[src/rtl/sdram_port_scheduler_if.sv]
// Handshake/bus bundle between the port FIFOs, the command sequencer and the scheduler.
// Pure wiring, no latency of its own.
// No backpressure here; the scheduler's request level is held until the sequencer signals done.
interface sdram_port_scheduler_if #(
   parameter int ASIZE = 22,
   parameter int LSIZE = 9
);
   logic [4*ASIZE-1:0] START_ADDR;
   logic [4*ASIZE-1:0] MAX_ADDR;
   logic [4*LSIZE-1:0] LENGTH;
   logic [3:0]         LOAD;
   logic [4*LSIZE-1:0] USEDW;
   logic               SEQ_IDLE;
   logic               WR_DONE;
   logic               RD_DONE;
   logic               REQ_WR;
   logic               REQ_RD;
   logic [ASIZE-1:0]   REQ_ADDR;
   logic [LSIZE-1:0]   REQ_LENGTH;
   logic [1:0]         WR_MASK;
   logic [1:0]         RD_MASK;
   logic [1:0]         GRANT_ID;

   // scheduler side
   modport slave (
      input  START_ADDR, MAX_ADDR, LENGTH, LOAD, USEDW, SEQ_IDLE, WR_DONE, RD_DONE,
      output REQ_WR, REQ_RD, REQ_ADDR, REQ_LENGTH, WR_MASK, RD_MASK, GRANT_ID
   );

   // FIFO/sequencer side
   modport master (
      output START_ADDR, MAX_ADDR, LENGTH, LOAD, USEDW, SEQ_IDLE, WR_DONE, RD_DONE,
      input  REQ_WR, REQ_RD, REQ_ADDR, REQ_LENGTH, WR_MASK, RD_MASK, GRANT_ID
   );
endinterface

[src/rtl/sdram_port_scheduler.sv]
// Four-port SDRAM burst scheduler (2 write, 2 read ports) with per-port wrap-around address walk.
// Latency: grant registered 1 cycle after eligibility is sampled; done -> request low next cycle, 1-cycle gap.
// Backpressure: request level held through the burst until WR_DONE/RD_DONE; LOAD on any port blocks new grants.
// Optional: define SCHED_ROUND_ROBIN_EN for rotating priority; default is fixed priority 0 > 1 > 2 > 3.
module sdram_port_scheduler #(
   parameter int ASIZE      = 22,
   parameter int LSIZE      = 9,
   parameter int DEF_LENGTH = 256
) (
   input  logic                   CLK,
   input  logic                   RESET_N,
   sdram_port_scheduler_if.slave  bus
);

   typedef enum logic [1:0] {
      ST_IDLE = 2'd0,
      ST_BUSY = 2'd1,
      ST_GAP  = 2'd2
   } state_t;

   state_t           r_state;
   state_t           w_state_nxt;

   // per-port registers
   logic [ASIZE-1:0] r_addr [4];
   logic [ASIZE-1:0] r_max  [4];
   logic [LSIZE-1:0] r_len  [4];

   // registered outputs and their next values
   logic             r_req_wr,   w_req_wr_nxt;
   logic             r_req_rd,   w_req_rd_nxt;
   logic [ASIZE-1:0] r_req_addr, w_req_addr_nxt;
   logic [LSIZE-1:0] r_req_len,  w_req_len_nxt;
   logic [1:0]       r_wr_mask,  w_wr_mask_nxt;
   logic [1:0]       r_rd_mask,  w_rd_mask_nxt;
   logic [1:0]       r_grant_id, w_grant_id_nxt;

   logic [3:0]       w_elig;
   logic [ASIZE:0]   w_sum      [4];
   logic [ASIZE-1:0] w_adv_addr [4];
   logic             w_done;
   logic             w_win_vld;
   logic [1:0]       w_win_id;

   // Only a done matching the running direction ends the burst; the other direction's pulse is noise.
   assign w_done = (r_state == ST_BUSY) &&
                   ((bus.WR_DONE && r_req_wr) || (bus.RD_DONE && r_req_rd));

   // Write ports need a full burst buffered; read ports need room for a full burst. len 0 parks a port.
   always_comb begin
      w_elig = 4'b0000;
      for (int p = 0; p < 4; p++) begin
         if (r_len[p] != '0) begin
            if (p < 2) w_elig[p] = (bus.USEDW[p*LSIZE +: LSIZE] >= r_len[p]);
            else       w_elig[p] = (bus.USEDW[p*LSIZE +: LSIZE] <  r_len[p]);
         end
      end
   end

   // Next burst address per port: step by len, or wrap to the live start address once max is reached.
   always_comb begin
      for (int p = 0; p < 4; p++) begin
         w_sum[p]      = {1'b0, r_addr[p]} + {{(ASIZE+1-LSIZE){1'b0}}, r_len[p]};
         w_adv_addr[p] = (w_sum[p] < {1'b0, r_max[p]}) ? w_sum[p][ASIZE-1:0]
                                                       : bus.START_ADDR[p*ASIZE +: ASIZE];
      end
   end

`ifdef SCHED_ROUND_ROBIN_EN
   // Rotating priority: search begins just after the last granted port (port 0 first after reset).
   always_comb begin
      logic [1:0] v_idx;
      v_idx     = 2'd0;
      w_win_vld = 1'b0;
      w_win_id  = 2'd0;
      for (int k = 3; k >= 0; k--) begin
         v_idx = r_grant_id + 2'(k) + 2'd1;
         if (w_elig[v_idx]) begin
            w_win_vld = 1'b1;
            w_win_id  = v_idx;
         end
      end
   end
`else
   // Fixed priority: lowest port index wins, so writes always beat reads.
   always_comb begin
      w_win_vld = 1'b0;
      w_win_id  = 2'd0;
      for (int k = 3; k >= 0; k--) begin
         if (w_elig[k]) begin
            w_win_vld = 1'b1;
            w_win_id  = 2'(k);
         end
      end
   end
`endif

   // Next-state and next-output decode; outputs hold their value unless a grant or done changes them.
   always_comb begin
      w_state_nxt    = r_state;
      w_req_wr_nxt   = r_req_wr;
      w_req_rd_nxt   = r_req_rd;
      w_req_addr_nxt = r_req_addr;
      w_req_len_nxt  = r_req_len;
      w_wr_mask_nxt  = r_wr_mask;
      w_rd_mask_nxt  = r_rd_mask;
      w_grant_id_nxt = r_grant_id;
      case (r_state)
         ST_IDLE: begin
            if (bus.SEQ_IDLE && (bus.LOAD == 4'b0000) && w_win_vld) begin
               w_state_nxt    = ST_BUSY;
               w_req_wr_nxt   = ~w_win_id[1];
               w_req_rd_nxt   =  w_win_id[1];
               w_req_addr_nxt = r_addr[w_win_id];
               w_req_len_nxt  = r_len[w_win_id];
               w_wr_mask_nxt  = w_win_id[1] ? 2'b00 : (w_win_id[0] ? 2'b10 : 2'b01);
               w_rd_mask_nxt  = w_win_id[1] ? (w_win_id[0] ? 2'b10 : 2'b01) : 2'b00;
               w_grant_id_nxt = w_win_id;
            end
         end
         ST_BUSY: begin
            if (w_done) begin
               w_state_nxt    = ST_GAP;
               w_req_wr_nxt   = 1'b0;
               w_req_rd_nxt   = 1'b0;
               w_req_addr_nxt = '0;
               w_req_len_nxt  = '0;
               w_wr_mask_nxt  = 2'b00;
               w_rd_mask_nxt  = 2'b00;
            end
         end
         ST_GAP: begin
            // one dead cycle so the sequencer's edge detector sees the request low
            w_state_nxt = ST_IDLE;
         end
         default: begin
            w_state_nxt = ST_IDLE;
         end
      endcase
   end

   // State register.
   always_ff @(posedge CLK or negedge RESET_N) begin
      if (!RESET_N) r_state <= ST_IDLE;
      else          r_state <= w_state_nxt;
   end

   // Output registers; GRANT_ID resets to 3 so round-robin starts its search at port 0.
   always_ff @(posedge CLK or negedge RESET_N) begin
      if (!RESET_N) begin
         r_req_wr   <= 1'b0;
         r_req_rd   <= 1'b0;
         r_req_addr <= '0;
         r_req_len  <= '0;
         r_wr_mask  <= 2'b00;
         r_rd_mask  <= 2'b00;
         r_grant_id <= 2'd3;
      end else begin
         r_req_wr   <= w_req_wr_nxt;
         r_req_rd   <= w_req_rd_nxt;
         r_req_addr <= w_req_addr_nxt;
         r_req_len  <= w_req_len_nxt;
         r_wr_mask  <= w_wr_mask_nxt;
         r_rd_mask  <= w_rd_mask_nxt;
         r_grant_id <= w_grant_id_nxt;
      end
   end

   // Per-port registers: LOAD overrides everything; otherwise the granted port advances on done.
   always_ff @(posedge CLK or negedge RESET_N) begin
      if (!RESET_N) begin
         for (int p = 0; p < 4; p++) begin
            r_addr[p] <= '0;
            r_max[p]  <= '0;
            r_len[p]  <= LSIZE'(DEF_LENGTH);
         end
      end else begin
         for (int p = 0; p < 4; p++) begin
            if (bus.LOAD[p]) begin
               r_addr[p] <= bus.START_ADDR[p*ASIZE +: ASIZE];
               r_max[p]  <= bus.MAX_ADDR[p*ASIZE +: ASIZE];
               r_len[p]  <= bus.LENGTH[p*LSIZE +: LSIZE];
            end else if (w_done && (r_grant_id == 2'(p))) begin
               r_addr[p] <= w_adv_addr[p];
            end
         end
      end
   end

   assign bus.REQ_WR     = r_req_wr;
   assign bus.REQ_RD     = r_req_rd;
   assign bus.REQ_ADDR   = r_req_addr;
   assign bus.REQ_LENGTH = r_req_len;
   assign bus.WR_MASK    = r_wr_mask;
   assign bus.RD_MASK    = r_rd_mask;
   assign bus.GRANT_ID   = r_grant_id;

endmodule

[src/flat_wrapper.sv]
// flat-port wrapper written by rule: the top's interface ports become plain ports
module sdram_port_scheduler_flat 
#(
   parameter int ASIZE      = 22,
   parameter int LSIZE      = 9,
   parameter int DEF_LENGTH = 256
)
  (CLK, RESET_N, bus_START_ADDR, bus_MAX_ADDR, bus_LENGTH, bus_LOAD, bus_USEDW, bus_SEQ_IDLE, bus_WR_DONE, bus_RD_DONE, bus_REQ_WR, bus_REQ_RD, bus_REQ_ADDR, bus_REQ_LENGTH, bus_WR_MASK, bus_RD_MASK, bus_GRANT_ID);
  sdram_port_scheduler_if #(.ASIZE(ASIZE), .LSIZE(LSIZE)) bus_i ();
  input  logic CLK;
  input  logic RESET_N;
  input wire logic [$bits(bus_i.START_ADDR)-1:0] bus_START_ADDR;
  input wire logic [$bits(bus_i.MAX_ADDR)-1:0] bus_MAX_ADDR;
  input wire logic [$bits(bus_i.LENGTH)-1:0] bus_LENGTH;
  input wire logic [$bits(bus_i.LOAD)-1:0] bus_LOAD;
  input wire logic [$bits(bus_i.USEDW)-1:0] bus_USEDW;
  input wire logic [$bits(bus_i.SEQ_IDLE)-1:0] bus_SEQ_IDLE;
  input wire logic [$bits(bus_i.WR_DONE)-1:0] bus_WR_DONE;
  input wire logic [$bits(bus_i.RD_DONE)-1:0] bus_RD_DONE;
  output wire logic [$bits(bus_i.REQ_WR)-1:0] bus_REQ_WR;
  output wire logic [$bits(bus_i.REQ_RD)-1:0] bus_REQ_RD;
  output wire logic [$bits(bus_i.REQ_ADDR)-1:0] bus_REQ_ADDR;
  output wire logic [$bits(bus_i.REQ_LENGTH)-1:0] bus_REQ_LENGTH;
  output wire logic [$bits(bus_i.WR_MASK)-1:0] bus_WR_MASK;
  output wire logic [$bits(bus_i.RD_MASK)-1:0] bus_RD_MASK;
  output wire logic [$bits(bus_i.GRANT_ID)-1:0] bus_GRANT_ID;
  assign bus_i.START_ADDR = bus_START_ADDR;
  assign bus_i.MAX_ADDR = bus_MAX_ADDR;
  assign bus_i.LENGTH = bus_LENGTH;
  assign bus_i.LOAD = bus_LOAD;
  assign bus_i.USEDW = bus_USEDW;
  assign bus_i.SEQ_IDLE = bus_SEQ_IDLE;
  assign bus_i.WR_DONE = bus_WR_DONE;
  assign bus_i.RD_DONE = bus_RD_DONE;
  assign bus_REQ_WR = bus_i.REQ_WR;
  assign bus_REQ_RD = bus_i.REQ_RD;
  assign bus_REQ_ADDR = bus_i.REQ_ADDR;
  assign bus_REQ_LENGTH = bus_i.REQ_LENGTH;
  assign bus_WR_MASK = bus_i.WR_MASK;
  assign bus_RD_MASK = bus_i.RD_MASK;
  assign bus_GRANT_ID = bus_i.GRANT_ID;
  sdram_port_scheduler #(.ASIZE(ASIZE), .LSIZE(LSIZE), .DEF_LENGTH(DEF_LENGTH)) u_core (.CLK(CLK), .RESET_N(RESET_N), .bus(bus_i));
endmodule
[config.mk]
export PLATFORM = sky130hd
export DESIGN_NAME = sdram_port_scheduler_flat
export DESIGN_NICKNAME = d
export VERILOG_FILES = /design/src/rtl/sdram_port_scheduler_if.sv /design/src/rtl/sdram_port_scheduler.sv /design/src/flat_wrapper.sv
export SDC_FILE = /design/constraint.sdc
export NUM_CORES = 1
export LEC_CHECK = 0
export ABC_AREA = 1
export CORE_AREA = 5 5 193 195
export CTS_BUF_LIST = sky130_fd_sc_hd__clkbuf_8
export DETAILED_ROUTE_END_ITERATION = 7
export DIE_AREA = 0 0 198 200
export MAX_ROUTING_LAYER = met4
export PLACE_DENSITY = 0.83
export SYNTH_ARGS = -nofsm -noshare
export SYNTH_HDL_FRONTEND = slang
export SYNTH_SLANG_ARGS = --single-unit
[constraint.sdc]
create_clock -name CLK -period 7.3 [get_ports CLK]
set_clock_uncertainty 0.1 [all_clocks]
set_input_delay 1.095 -clock CLK [delete_from_list [all_inputs] [get_ports CLK]]
set_output_delay 1.095 -clock CLK [all_outputs]
set_load 0.005 [all_outputs]
### After elaboration in Yosys (flattened, before gate mapping)

Index checks and enable logic that the tools add are counted.

* register bits: 253
* bits of input ports: 257
* logic and storage cells: 118

* add/sub/neg operators: 4
* magnitude comparators: 9
* equal/unequal tests: 6
* muxes and demuxes: 52
* bitwise logic cells: 2
* reductions and logical operators: 25

Operators by type and width (count)
* two-way mux 22 bit: 16
* adder 22 x 9 -> 23 bit: 4
* less-than comparator 23 x 22 -> 1 bit: 4
* binary-select mux 22 bit (select 2 bit): 1
* case mux 22 bit (2 select lines): 1
* two-way mux 9 bit: 4
* nonzero test 9 bit: 4
* two-way mux 2 bit: 12
* binary-select mux 9 bit (select 2 bit): 1
* >= comparator 9 bit: 2
* less-than comparator 9 bit: 2
* case mux 9 bit (2 select lines): 1
* case mux 2 bit (2 select lines): 3
* two-way mux 1 bit: 11
* nonzero test 2 bit: 5
* logical AND 1 bit: 9
* equality test 2 x 1 -> 1 bit, second input constant: 2
* equality test 2 bit, second input constant: 2
* zero test 2 bit: 2
* zero test 4 bit: 1
* inequality test 2 x 1 -> 1 bit, second input constant: 2
* case mux 1 bit (2 select lines): 2
* AND reduction 2 bit: 2
* >= comparator 3 bit, second input constant: 1
* 4 further kinds: 4

### Depth between registers and ports, before layout

* depth after elaboration: 12
* gate-level depth with buffers: 25

### Worst setup path before layout

No wires, ideal clock.

* kind: reg2reg
* from: register u_core.r_len[0] (netlist name)
* to: register u_core.r_addr[10] (netlist name)
* data arrival time: 2925 ps
* required time: 7082 ps
* setup slack: 4156 ps
* cell stages (with the launch flop): 19
* buffers on the path: 1
* clock period less this slack: 3144 ps
* path through: dfrtp_1 > ha_1 > inv_1 > fa_1 > o21bai_1 > a21oi_1 > xor2_1 > inv_1 > ha_1 > nand2_1 > inv_1 > o21ai_0 > a21oi_1 > or2_2 > nand3_2 > buf_2 > nand4_1 > nand3_1 > nand2_1

* word-level cells in the longest chain between the ends: 5

Ends and longest elaborated chain
* from (decl): line sdram_port_scheduler.sv:27 `logic [LSIZE-1:0] r_len [4];`
* from (signal, indexed assignment): line sdram_port_scheduler.sv:175 `r_len[p] <= LSIZE'(DEF_LENGTH);`
* from (signal, indexed assignment): line sdram_port_scheduler.sv:182 `r_len[p] <= bus.LENGTH[p*LSIZE +: LSIZE];`
* adder 22 x 9 -> 23 bit *: line sdram_port_scheduler.sv:63 `w_sum[p] = {1'b0, r_addr[p]} + {{(ASIZE+1-LSIZE){1'b0}}, r_len[p]};`
* less-than comparator 23 x 22 -> 1 bit: line sdram_port_scheduler.sv:64 `w_adv_addr[p] = (w_sum[p] < {1'b0, r_max[p]}) ? w_sum[p][ASIZE-1:0]`
* two-way mux 22 bit *: line sdram_port_scheduler.sv:64
* two-way mux 22 bit *: line sdram_port_scheduler.sv:183 `end else if (w_done && (r_grant_id == 2'(p))) begin`
* two-way mux 22 bit *: line sdram_port_scheduler.sv:179 `if (bus.LOAD[p]) begin`
* to (signal, indexed assignment): line sdram_port_scheduler.sv:180 `r_addr[p] <= bus.START_ADDR[p*ASIZE +: ASIZE];`
* to (signal, indexed assignment): line sdram_port_scheduler.sv:184 `r_addr[p] <= w_adv_addr[p];`
* to (decl): line sdram_port_scheduler.sv:25 `logic [ASIZE-1:0] r_addr [4];`

Every way passes the cells marked *; elsewhere a longest branch is shown, timed or not. The select of a mux whose other input is x is not followed.
A chain may end at the register's enable or synchronous reset.

### Worst setup path in the final report

* from: register u_core.r_len[18] (netlist name)
* to: register u_core.r_addr[59] (netlist name)

The elaborated chain is that of the path after synthesis.

==> results.toml <==
[critical_path]
r2r_end = "u_core.r_addr[59]$_DFFE_PN0P_"
crit_path_max_fanout = 23
cp_num_buf_inv = 2
critical-path-top-cell-by-count = "sky130_fd_sc_hd__nand2_1"
worst_path_dominant_cell_family = "simple AND/OR/NAND/NOR gates"
worst-endpoint-required_ns = 7.73
worst-r2r-cell-count = 18
worst-r2r-setup-slack_ns = 2.50
worst_path_max_delay_cell = "sky130_fd_sc_hd__nand3_1"
critPathLaunchType = "flip-flop"
critPathCaptureType = "flip-flop"
worst-setup-path-type = "flip-flop to flip-flop"
critPathArrivalTime_ns = 5.23
worst_r2r_startpoint = "u_core.r_len[18]$_DFFE_PN0P_"
ordered_cell_list_for_the_critical_path = "ha_1 -> inv_1 -> fa_1 -> o21bai_1 -> nand2_1 -> nand3_1 -> xor2_1 -> inv_1 -> ha_1 -> nand2_1 -> nor2_1 -> nand4_1 -> a21oi_1 -> nand3_1 -> nand3_2 -> nand2_1 -> nand3_1 -> nand2_1"
critical-path-max-stage-delay_ns = 0.72
cp_num_cells = 18

[sta]
setup_violations = 0
report.final.slew_viol_count = 0
final_min_period_over_clock_period = 0.6574
rsz0062_at_grt = "no"
maxSlewHeadroom = 0.2424
fin_tns_setup_ns = 0
timing_worst_slew_pin_value_ns = 1.134
worst_slack_ns = 2.501
fmaxAchievable_ghz = 0.2084
final_hold_violation_count = 0
post-route-min-period_ns = 4.799
hold-worst-slack_ns = 0.3641

[route]
wl_per_cell_um = 18.34
firstDrtPassIters = 6
first_iter_violations = 1615
vias_per_cell = 5.459
detailroute.via_count = 19701
overall_routed_net_length_um = 66180
detail_route.drc_violations = 0
final_antenna_net_count = 0

[placed_design]
dpl-instance-area_mm2 = 0.02220
place_ws_ns = 2.449
portBuffers = 295
place.detailed.hpwl_um = 51590
dpl.cell_count = 3522
place.gp.congestion = 1.004

[floorplanning]
floorplan.die_area_mm2 = 0.03960
floorplan.initialDensity = 0.5431
core.rowCount = 69
coreArea_mm2 = 0.03522
chipHeight_um = 200
ios = 296
die_width_um = 198

[finish]
fin_cells = 3609
area_growth_pct = 21.14
drive_above_1_share = 0.03878
post-route-cell-area_mm2 = 0.02317
finalNetCount = 3524

[job]
max_cap_violations = 0

[synth]
postSynthNetCount = 3277
share_of_the_yosys_chip_area_belonging_to_registers = 0.3313
ys_ff_latch = 253
syn-cell-area_mm2 = 0.01913
netlist-cell-type-count = 38
syn_avg_cell_area_um2 = 6.684
ys.warnings.count = 0
post_synth_inst_count = 2862

[clock_network]
cts_hold_buffers = 0
clock_slew_seen_by_the_registers_of_the_worst_setup_and_hold_paths_ns = 0.07
clk_path_buf_depth = 3
tritoncts_num_sinks = 253
cts.root.buffer_cell = "sky130_fd_sc_hd__clkbuf_8"
clock_tree.htree_level_count = 2
cts.repair_timing.setup_buffer_count = 0
postCtsResizedCells = 0
clk_latency_ns = 0.64
cts-buffers-inserted = 46
cts_tree = "built"

[global_routing]
met2_layer_usage_reported_by_global_route = 0.5567
gr-usage-met3 = 0.04767
grt_overflow_total = 0
number_of_antenna_violations_at_the_first_check_in_global_routing = 2
grt_usage = 0.3388
global_route.usage.met1 = 0.4228
grt_max_degree = 141
grt_first_pass_wirelength_um = 103500
via_count_of_the_first_global_routing_pass = 19409
busiest_layer = "met2"

[pwr]
power.density_mw_per_mm2 = 268.0
max-vdd-ir-drop_mv = 0.1990
cellLeakagePower_nw = 12.80

[outcome]
run_status = "finished clean"

[worst_hold_path]
holdCritPathClass = "primary input to asynchronous set/reset pin"
==> power breakdown <==
| group | internal (W) | switching [W] |
|---|---|---|
| combinational | 0.00107 | 0.00169 |
| clock | 0.000769 | 0.000670 |
| sequential | 0.00168 | 0.000343 |
| total | 0.00351 | 0.00270 |
==> stage by stage <==
step,power (W),util
after global placement,0.004646,0.6303
final,0.006211,0.6579
after floorplan,0.003662,-
after detailed placement,0.004733,0.6303
after global routing,0.006650,0.6579
after CTS,0.006199,0.6578
==> layout make-up <==
type,instances,area (µm²)
antenna,2,5.005
clock buffer,63,867.1
clock inverter,22,102.6
fill,3142,12050
inverter,515,1933
multi-input combinational,1992,10360
sequential,253,6339
tap,461,576.8
timing repair buffer,301,2995
==> state kept, by name, indices dropped and copies added (netlist names) <==
signal and flops:
u_core.bus.GRANT_ID 2, u_core.bus.RD_MASK 2, u_core.bus.REQ_ADDR 22, u_core.bus.REQ_LENGTH 9, u_core.bus.REQ_RD 1, u_core.bus.REQ_WR 1, u_core.bus.WR_MASK 2, u_core.r_addr 88
u_core.r_len 36, u_core.r_max 88, u_core.r_state 2
==> how the worst max path moves through the flow <==
stage / to / start / slack, ns
finish: u_core.r_addr[59]$_DFFE_PN0P_ / u_core.r_len[18]$_DFFE_PN0P_ / 2.50
floorplan: u_core.r_addr[10]$_DFFE_PN0P_ / u_core.r_len[0]$_DFFE_PN0P_ / 4.16
detailed placement: u_core.bus.REQ_ADDR[17]$_DFFE_PN0P_ / bus_USEDW[2] / 2.45
CTS: u_core.r_addr[59]$_DFFE_PN0P_ / u_core.r_len[18]$_DFFE_PN0P_ / 2.60
global placement: u_core.bus.REQ_ADDR[17]$_DFFE_PN0P_ / bus_USEDW[8] / 2.54
global route: u_core.r_addr[65]$_DFFE_PN0P_ / u_core.r_len[18]$_DFFE_PN0P_ / 2.11
==> per-layer routing <==
layer	wire length, µm	share of wire
met2	31460	0.48
met1	27240	0.41
met5	0	0
met4	2853	0.043
met3	4622	0.070
==> cell families (layout without fill, tap and decap cells) <==
group / after synthesis / in the layout / share of synthesized area
AO/OA/AOI/OAI: 285 / 285 / 0.07894
XOR/XNOR: 43 / 43 / 0.01969
adder cells (fa/ha/maj): 158 / 158 / 0.1049
buffers and inverters: 617 / 901 / 0.1273
flip-flops: 253 / 253 / 0.3313
other: 0 / 2 / 0
AND/OR/NAND/NOR: 1506 / 1506 / 0.3378
==> synthesized netlist by cell type, drive strengths merged <==
master     n  share of area
nand2    947           0.19
inv      515           0.10
nand3    259          0.070
dfrtp    247           0.32
ha       154           0.10
nor2     145          0.031
o21ai    145          0.038
nand4    117          0.039
a21oi    108          0.028
buf       67          0.019
xor2      37          0.017
clkbuf    35         0.0069
nor3      18         0.0047
nand3b    10         0.0039
o211ai     8         0.0031
o21bai     7         0.0027
dfstp      6         0.0082
nor4       6         0.0020
xnor2      6         0.0027
a211oi     4         0.0016
fa         4         0.0042
o21a       4         0.0016
a21o       3         0.0012
and2       3        0.00098
o2111ai    3         0.0014
o22ai      3        0.00098
or2        1        0.00033
==> layout by cell type (no fill, tap or decap), types with 9 or more instances in the layout <==
master                              n
sky130_fd_sc_hd__xor2_1            37
sky130_fd_sc_hd__ha_1             154
sky130_fd_sc_hd__o21ai_0          145
sky130_fd_sc_hd__dfrtp_1          247
sky130_fd_sc_hd__nand3b_1          10
sky130_fd_sc_hd__inv_1            520
sky130_fd_sc_hd__nor3_1            18
sky130_fd_sc_hd__clkdlybuf4s50_1  290
sky130_fd_sc_hd__nand2_1          944
sky130_fd_sc_hd__nand4_1          115
sky130_fd_sc_hd__nand3_1          250
sky130_fd_sc_hd__nand3_2            9
sky130_fd_sc_hd__nor2_1           136
sky130_fd_sc_hd__a21oi_1          107
sky130_fd_sc_hd__clkbuf_8          63
==> worst register-to-register path, stage by stage, from the launching register on <==
cell	delay (ns)
sky130_fd_sc_hd__dfrtp_1	0.41
sky130_fd_sc_hd__ha_1	0.23
sky130_fd_sc_hd__inv_1	0.07
sky130_fd_sc_hd__fa_1	0.43
sky130_fd_sc_hd__o21bai_1	0.24
sky130_fd_sc_hd__nand2_1	0.09
sky130_fd_sc_hd__nand3_1	0.22
sky130_fd_sc_hd__xor2_1	0.28
sky130_fd_sc_hd__inv_1	0.08
sky130_fd_sc_hd__ha_1	0.30
sky130_fd_sc_hd__nand2_1	0.06
sky130_fd_sc_hd__nor2_1	0.16
sky130_fd_sc_hd__nand4_1	0.11
sky130_fd_sc_hd__a21oi_1	0.15
sky130_fd_sc_hd__nand3_1	0.72
sky130_fd_sc_hd__nand3_2	0.72
sky130_fd_sc_hd__nand2_1	0.13
sky130_fd_sc_hd__nand3_1	0.13
sky130_fd_sc_hd__nand2_1	0.06
No activity file was read; power rests on OpenSTA's default activity.
